--- config.mk ---
export PLATFORM = sky130hd
export DESIGN_NAME = gpio_serial_receiver
export DESIGN_NICKNAME = d
export VERILOG_FILES = /design/src/rtl/gpio_link_pkg.sv /design/src/rtl/gpio_serial_receiver_if.sv /design/src/rtl/gpio_edge_sync.sv /design/src/rtl/gpio_serial_receiver.sv
export SDC_FILE = /design/constraint.sdc
export NUM_CORES = 1
export LEC_CHECK = 0
export ABC_AREA = 1
export ABC_CLOCK_PERIOD_IN_PS = 3500
export CORE_MARGIN = 2
export CORE_UTILIZATION = 30
export CTS_CLUSTER_DIAMETER = 200
export DETAILED_ROUTE_END_ITERATION = 6
export PLACE_DENSITY = 0.44
export RECOVER_POWER = 100
export SLEW_MARGIN = 20
export SYNTH_ARGS = -nofsm -noshare
export SYNTH_HDL_FRONTEND = slang
export SYNTH_SLANG_ARGS = --single-unit
--- constraint.sdc ---
create_clock -name FPGA_clock -period 3.5 [get_ports FPGA_clock]
set_clock_uncertainty 0.1 [all_clocks]
set_input_delay 0.875 -clock FPGA_clock [delete_from_list [all_inputs] [get_ports FPGA_clock]]
set_output_delay 0.875 -clock FPGA_clock [all_outputs]
set_load 0.05 [all_outputs]
--- src/rtl/gpio_link_pkg.sv ---
// Shared definitions for the inter-board GPIO messenger link.
// Frame levels, receiver states and link timing constants.
package gpio_link_pkg;

  typedef enum logic [1:0] {
    IDLE = 2'd0,
    DATA = 2'd1,
    STOP = 2'd2
  } rx_state_e;

  localparam logic START_BIT  = 1'b0;
  localparam logic STOP_BIT   = 1'b1;
  localparam logic IDLE_LEVEL = 1'b1;

  localparam int DEFAULT_DATA_BITS = 8;
  localparam int CLK_DIVIDE        = 5000;
  // Roughly three peer clock periods at the shared divide.
  localparam int DEFAULT_TIMEOUT   = 6 * CLK_DIVIDE;

  function automatic int cnt_width(input int n);
    return (n > 1) ? $clog2(n) : 1;
  endfunction

endpackage

--- src/rtl/gpio_serial_receiver_if.sv ---
// Link bundle: raw peer lines in, recovered edge/data out.
// master drives the pins, sync recovers, slave consumes.
interface gpio_serial_receiver_if;

  logic gpio_clk;
  logic gpio_data;
  logic rise;
  logic data;

  modport master (
    output gpio_clk,
    output gpio_data
  );

  modport sync (
    input  gpio_clk,
    input  gpio_data,
    output rise,
    output data
  );

  modport slave (
    input rise,
    input data
  );

endinterface

--- src/rtl/gpio_edge_sync.sv ---
// Synchronizes peer clock/data and emits one pulse per clock rise.
// Data rides a matched-depth chain so it stays aligned with the edge.
module gpio_edge_sync
  import gpio_link_pkg::*;
#(
  parameter int SYNC_STAGES = 2
) (
  input  logic                   clk_i,
  input  logic                   rst_i,
  gpio_serial_receiver_if.sync   lnk
);

  logic [SYNC_STAGES-1:0] clk_sync_q;
  logic [SYNC_STAGES-1:0] dat_sync_q;
  logic                   hist_q;
  logic                   rise_q;
  logic                   data_q;
  logic                   rise_d;

  assign rise_d = clk_sync_q[SYNC_STAGES-1] & ~hist_q;

  always_ff @(posedge clk_i) begin
    if (rst_i) begin
      clk_sync_q <= {SYNC_STAGES{IDLE_LEVEL}};
      dat_sync_q <= {SYNC_STAGES{IDLE_LEVEL}};
      hist_q     <= IDLE_LEVEL;
      rise_q     <= 1'b0;
      data_q     <= IDLE_LEVEL;
    end else begin
      clk_sync_q <= {clk_sync_q[SYNC_STAGES-2:0], lnk.gpio_clk};
      dat_sync_q <= {dat_sync_q[SYNC_STAGES-2:0], lnk.gpio_data};
      hist_q     <= clk_sync_q[SYNC_STAGES-1];
      rise_q     <= rise_d;
      data_q     <= dat_sync_q[SYNC_STAGES-1];
    end
  end

  assign lnk.rise = rise_q;
  assign lnk.data = data_q;

endmodule

--- src/rtl/gpio_serial_receiver.sv ---
// Receive end of the GPIO messenger link: start/data/stop framing,
// byte hand-off pulse, bad-stop and stalled-link detection.
module gpio_serial_receiver
  import gpio_link_pkg::*;
#(
  parameter int DATA_BITS      = DEFAULT_DATA_BITS,
  parameter int TIMEOUT_CYCLES = DEFAULT_TIMEOUT,
  parameter int SYNC_STAGES    = 2
) (
  input  logic                 FPGA_clock,
  input  logic                 reset,
  input  logic                 gpio_clock_in,
  input  logic                 gpio_data_in,
  output logic [DATA_BITS-1:0] rx_data,
  output logic                 rx_valid,
  output logic                 frame_error,
  output logic                 busy
);

  localparam int CW = cnt_width(DATA_BITS);

  gpio_serial_receiver_if lnk ();

  assign lnk.gpio_clk  = gpio_clock_in;
  assign lnk.gpio_data = gpio_data_in;

  gpio_edge_sync #(
    .SYNC_STAGES (SYNC_STAGES)
  ) u_sync (
    .clk_i (FPGA_clock),
    .rst_i (reset),
    .lnk   (lnk.sync)
  );

  rx_state_e              state_q;
  logic [CW-1:0]          bit_cnt_q;
  logic [31:0]            timer_q;
  logic [DATA_BITS-1:0]   shift_q;
  logic [DATA_BITS-1:0]   rx_data_q;
  logic                   rx_valid_q;
  logic                   frame_error_q;
  logic                   timer_hit;

  // >= keeps the timer from ever wrapping.
  assign timer_hit = timer_q >= 32'(TIMEOUT_CYCLES - 1);

  always_ff @(posedge FPGA_clock) begin
    if (reset) begin
      state_q       <= IDLE;
      bit_cnt_q     <= '0;
      timer_q       <= '0;
      shift_q       <= '0;
      rx_data_q     <= '0;
      rx_valid_q    <= 1'b0;
      frame_error_q <= 1'b0;
    end else begin
      rx_valid_q    <= 1'b0;
      frame_error_q <= 1'b0;
      unique case (state_q)
        IDLE: begin
          timer_q <= '0;
          if (lnk.rise && lnk.data == START_BIT) begin
            state_q   <= DATA;
            bit_cnt_q <= '0;
          end
        end
        DATA: begin
          if (lnk.rise) begin
            timer_q <= '0;
            shift_q <= {lnk.data, shift_q[DATA_BITS-1:1]};
            if (bit_cnt_q == CW'(DATA_BITS - 1)) begin
              state_q <= STOP;
            end else begin
              bit_cnt_q <= bit_cnt_q + 1'b1;
            end
          end else if (timer_hit) begin
            frame_error_q <= 1'b1;
            state_q       <= IDLE;
            timer_q       <= '0;
          end else begin
            timer_q <= timer_q + 32'd1;
          end
        end
        STOP: begin
          if (lnk.rise) begin
            timer_q <= '0;
            state_q <= IDLE;
            if (lnk.data == STOP_BIT) begin
              rx_data_q  <= shift_q;
              rx_valid_q <= 1'b1;
            end else begin
              frame_error_q <= 1'b1;
            end
          end else if (timer_hit) begin
            frame_error_q <= 1'b1;
            state_q       <= IDLE;
            timer_q       <= '0;
          end else begin
            timer_q <= timer_q + 32'd1;
          end
        end
        default: begin
          state_q <= IDLE;
          timer_q <= '0;
        end
      endcase
    end
  end

  assign rx_data     = rx_data_q;
  assign rx_valid    = rx_valid_q;
  assign frame_error = frame_error_q;
  assign busy        = (state_q != IDLE);

endmodule

# Word level (Yosys, flattened, before mapping)
# Cells that the tools add are included.
# op_classes
n_reduce_logical,11
add_sub_neg,2
shift,0
n_mul,0
n_eq_ne,7
mux,16
bitwise,6
div_mod_pow,0
n_lt_le_gt_ge,1
# op_table
cell,n
"32-bit by 1-bit adder with 32-bit output, second input constant",1
"32-bit by 15-bit greater-or-equal comparator with 1-bit output, second input constant",1
2-bit two-way mux,5
3-bit two-way mux,3
2-bit one-hot mux with 3 select lines,1
3-bit one-hot mux with 2 select lines,1
1-bit two-way mux,5
1-bit NOT,5
"2-bit inequality test, second input constant",2
2-bit AND reduction,2
4-bit AND reduction,1
2-bit nonzero test,2
4-bit OR reduction,1
"3-bit by 1-bit adder with 3-bit output, second input constant",1
"3-bit == test, second input constant",1
"3-bit inequality test, second input constant",1
3-bit AND reduction,1
3-bit OR reduction,1
"2-bit by 1-bit == test with 1-bit output, second input constant",1
"2-bit == test, second input constant",1
2-bit zero test,1
"2-bit by 1-bit inequality test with 1-bit output, second input constant",1
1-bit one-hot mux with 2 select lines,1
2-bit OR reduction,1
2 further kinds,2
# word_totals
reg_bits,62
romBits,0
n_memories,0
latchBits,0
ram_bits,0

# Logic depth before layout (Yosys ltp)
# logic_depth
ltp_word,4
ltp_mapped,10
depth_no_buf,10

# Cells and area by module
# From an unflattened synthesis, not the netlist that was laid out.
# unflattened
hier_cells,273
hier_area_um2,2277.2
# by_module_without_submodules
module,cells_per_inst,n_inst,area_per_inst_um2
gpio_serial_receiver,257,1,2090.8
gpio_edge_sync,16,1,186.4

# Worst setup path after synthesis
# Ideal clock, no wire load.
# synth_timing
path_type,flip-flop to output port
from,register state_q[0]
to,output busy
arrival_ps,979
path_buffers,0
path_stages_with_launch,4
setup_slack_ps,1546
path_cell_list,dfxtp_1 -> inv_1 -> ha_1 -> inv_1
# synth_via
elab_chain_len,1
# synth_rtl
item,line_no,rtl
start: declaration,gpio_serial_receiver.sv:35,rx_state_e state_q;
start signal: assignment,gpio_serial_receiver.sv:49,state_q <= IDLE;
start signal: assignment,gpio_serial_receiver.sv:63,state_q <= DATA;
start signal: assignment,gpio_serial_receiver.sv:72,state_q <= STOP;
2-bit nonzero test,gpio_serial_receiver.sv:113,assign busy = (state_q != IDLE);
end: declaration,gpio_serial_receiver.sv:17,output logic busy
# Every way passes these cells.

# Worst setup path after layout
# Same ends and word-level chain as after synthesis.

==> flow_summary.yaml <==
timing:
  final-hold-violation-count: 0
  setup_tns_ns: 0
  setup_viol: 0
  report.final.slew_viol_count: 0
  fmax_mhz: 338
  rsz0062_at_grt: "false"
  timing.final.crit_period_ns: 2.95
  relSlewSlack_pct: 57.0
  tightest_slew_ns: 0.642
  fin_ws_ns: 0.545
  fin_crit_sh_pct: 84.4
placed_design:
  place_ws_ns: 0.904
  place_congestion: 0.765
  dpl.cell_count: 393
  portBuffers: 14
  dp.final_hpwl_um: 2570
  dpl-instance-area_mm2: 0.00259
worst_setup_path:
  cp-start-kind: "register"
  path_cells: "inv_1 > ha_1 > inv_1 > dlygate4sd3_1"
  required_ns: 2.52
  max_stage_delay_ns: 0.88
  worstReg2RegStart: "timer_q[0]"
  path_class: "reg2out"
  crit_path_max_fanout: 4
  cpMaxStageDelayCell: "dlygate4sd3_1"
  cp-end-kind: "primary output"
  startpoint: "state_q[0]"
  cpMostUsedCell: "inv_1"
  arrival_ns: 1.98
cells_and_area:
  antenna-diode-count: 0
  instances_no_fill: 408
  areaGrowthSynthToFinish_pct: 21.6
  final_cell_area_mm2: 0.00279
  fin_nets: 316
  drive_above_1_share_pct: 10.4
floorplan:
  dieWidth_um: 91.4
  start_util_pct: 31.2
  num_io_pins: 15
  coreArea_mm2: 0.00733
  die_h_um: 91.4
  rows: 31
  die_area_mm2: 0.00835
route:
  drtPass1Iterations: 4
  antenna_left: 0
  drt_iter0_drc: 72
  wire_per_inst_um: 9.30
  via_per_inst: 4.02
  drc: 0
  routed_wl_um: 3800
  route.vias.total: 1642
synthesis:
  yosys_warnings: 0
  ys_types: 33
  synth_area_mm2: 0.00229
  ys_seq_elements: 62
  postSynthCellCount: 268
  syn_area_per_cell_um2: 8.54
  synth.yosys.seq_area_share_pct: 54.2
clock_network:
  cts_resized: 0
  h-tree-depth: 3
  cts_tree: "yes"
  clkLatencyLatePin_ns: 0.33
  clk_path_buf_depth: 2
  cts_hold_buffers: 0
  post_cts_buffers: 0
  numCtsBuffers: 9
  clk_pin_slew_ns: 0.06
  cts.sinks: 62
  cts-root-buf: "clkbuf_8"
flow_run:
  maxCapViolCount: 0
global_route:
  grt_max_degree: 20
  antenna_found_initial: 0
  grt_first_pass_wirelength_um: 6800
  grt_overflow: 0
  globalRouteTotalUtil_pct: 10.3
  grt_pass1_vias: 1580
worst_hold_path:
  min_from: "u_sync.hist_q"
  min_path_type: "reg2reg"
power:
  p_leak_nw: 1.09
  finalPower_mw: 1.44
  peakVddDrop_v: 0.000207
  p_per_area_mw_per_mm2: 518
outcome:
  status: "completed"
==> kinds of logic after synthesis <==
kind of cell,count (synthesis),share of synthesized area (%)
xor gates and xnor gates,7,2.68
adders and majority gates,7,3.82
AOI/OAI and AO/OA,44,10.2
and+or+nand+nor,112,22.8
other,1,0.164
buffers and inverters,35,6.12
DFF,62,54.2
==> critical path: cells and delay by family, from the launching register on <==
family	cells	cell delay, ns
adder cells (fa/ha/maj)	1	0.23
buffers and inverters	3	1.06
flip-flops	1	0.37
==> metal layers <==
layer  global-route usage, %  share of wire (%)  vias up
li1                        -                  -      913
met1                    13.6                 53      703
met2                    14.0                 41       22
met3                    4.56                4.5        4
met4                    5.30                1.3        0
met5                       0                  0        -
==> stage by stage <==
stage | utilization (%) | hold WS, ns
final | 38.0 | 0.294
after global routing | 38.0 | 0.303
after CTS | 38.1 | 0.299
after detailed placement | 35.3 | 0.290
after global placement | 35.3 | 0.286
after floorplan | - | 0.273
==> state kept, by name (all words and copies together) (netlist names) <==
signal / cells
shift_q: 8
u_sync.lnk.data: 1
u_sync.clk_sync_q: 2
bit_cnt_q: 3
u_sync.dat_sync_q: 2
u_sync.lnk.rise: 1
state_q: 2
rx_valid: 1
rx_data: 8
timer_q: 32
u_sync.hist_q: 1
frame_error: 1
==> where the power goes <==
group | switching (mW) | leakage [nW] | internal (mW) | total (mW)
Combinational | 0.0385 | 0.475 | 0.0221 | 0.0606
Sequential | 0.00651 | 0.507 | 0.723 | 0.729
Clock | 0.259 | 0.106 | 0.393 | 0.652
Total | 0.304 | 1.09 | 1.14 | 1.44
==> synthesized netlist by cell type, drive strengths merged <==
master   n  area [um2]
a211oi   1        7.51
a21oi   19        95.1
and2     1        6.26
buf      1        11.3
clkbuf   3        11.3
clkinv   2        8.75
conb     1        3.75
dfxtp   62        1240
ha       7        87.6
inv     29         109
nand2   35         136
nand3   12        70.1
nand4    4        37.5
nor2    47         196
nor3     4        20.0
o211a    1        10.0
o21ai   22         114
o22ai    1        6.26
or2      8        50.1
or3      1        6.26
xnor2    3        26.3
xor2     4        35.0
==> final timing paths <==
path                           to  slack, ns  cells past startpoint
setup / recovery             busy       0.55                      4
hold / removal    u_sync.lnk.rise       0.29                      1
setup reg to reg       timer_q[9]       1.56                      8
hold reg to reg   u_sync.lnk.rise       0.29                      1
==> cells in the final DEF, fill, tap and decap left out, types with 5 or more instances in the layout <==
master	synthesis	routed
nor2_2	5	5
nand2_1	33	34
ha_1	7	7
a21oi_1	19	19
o21ai_0	19	20
or2_2	5	5
inv_1	28	28
dlygate4sd3_1	0	12
dfxtp_1	62	62
clkbuf_8	0	9
conb_1	1	17
nand3_1	10	10
nor2_1	41	41
==> layout make-up <==
cell class                 count  area, um2
fill                         769       4550
sequential                    62       1240
multi-input combinational    187        960
timing repair buffer          14        140
clock buffer                  10        128
tap                           99        124
inverter                      31        118
clock inverter                 5       75.1
No activity file was read; power rests on OpenSTA's default activity.
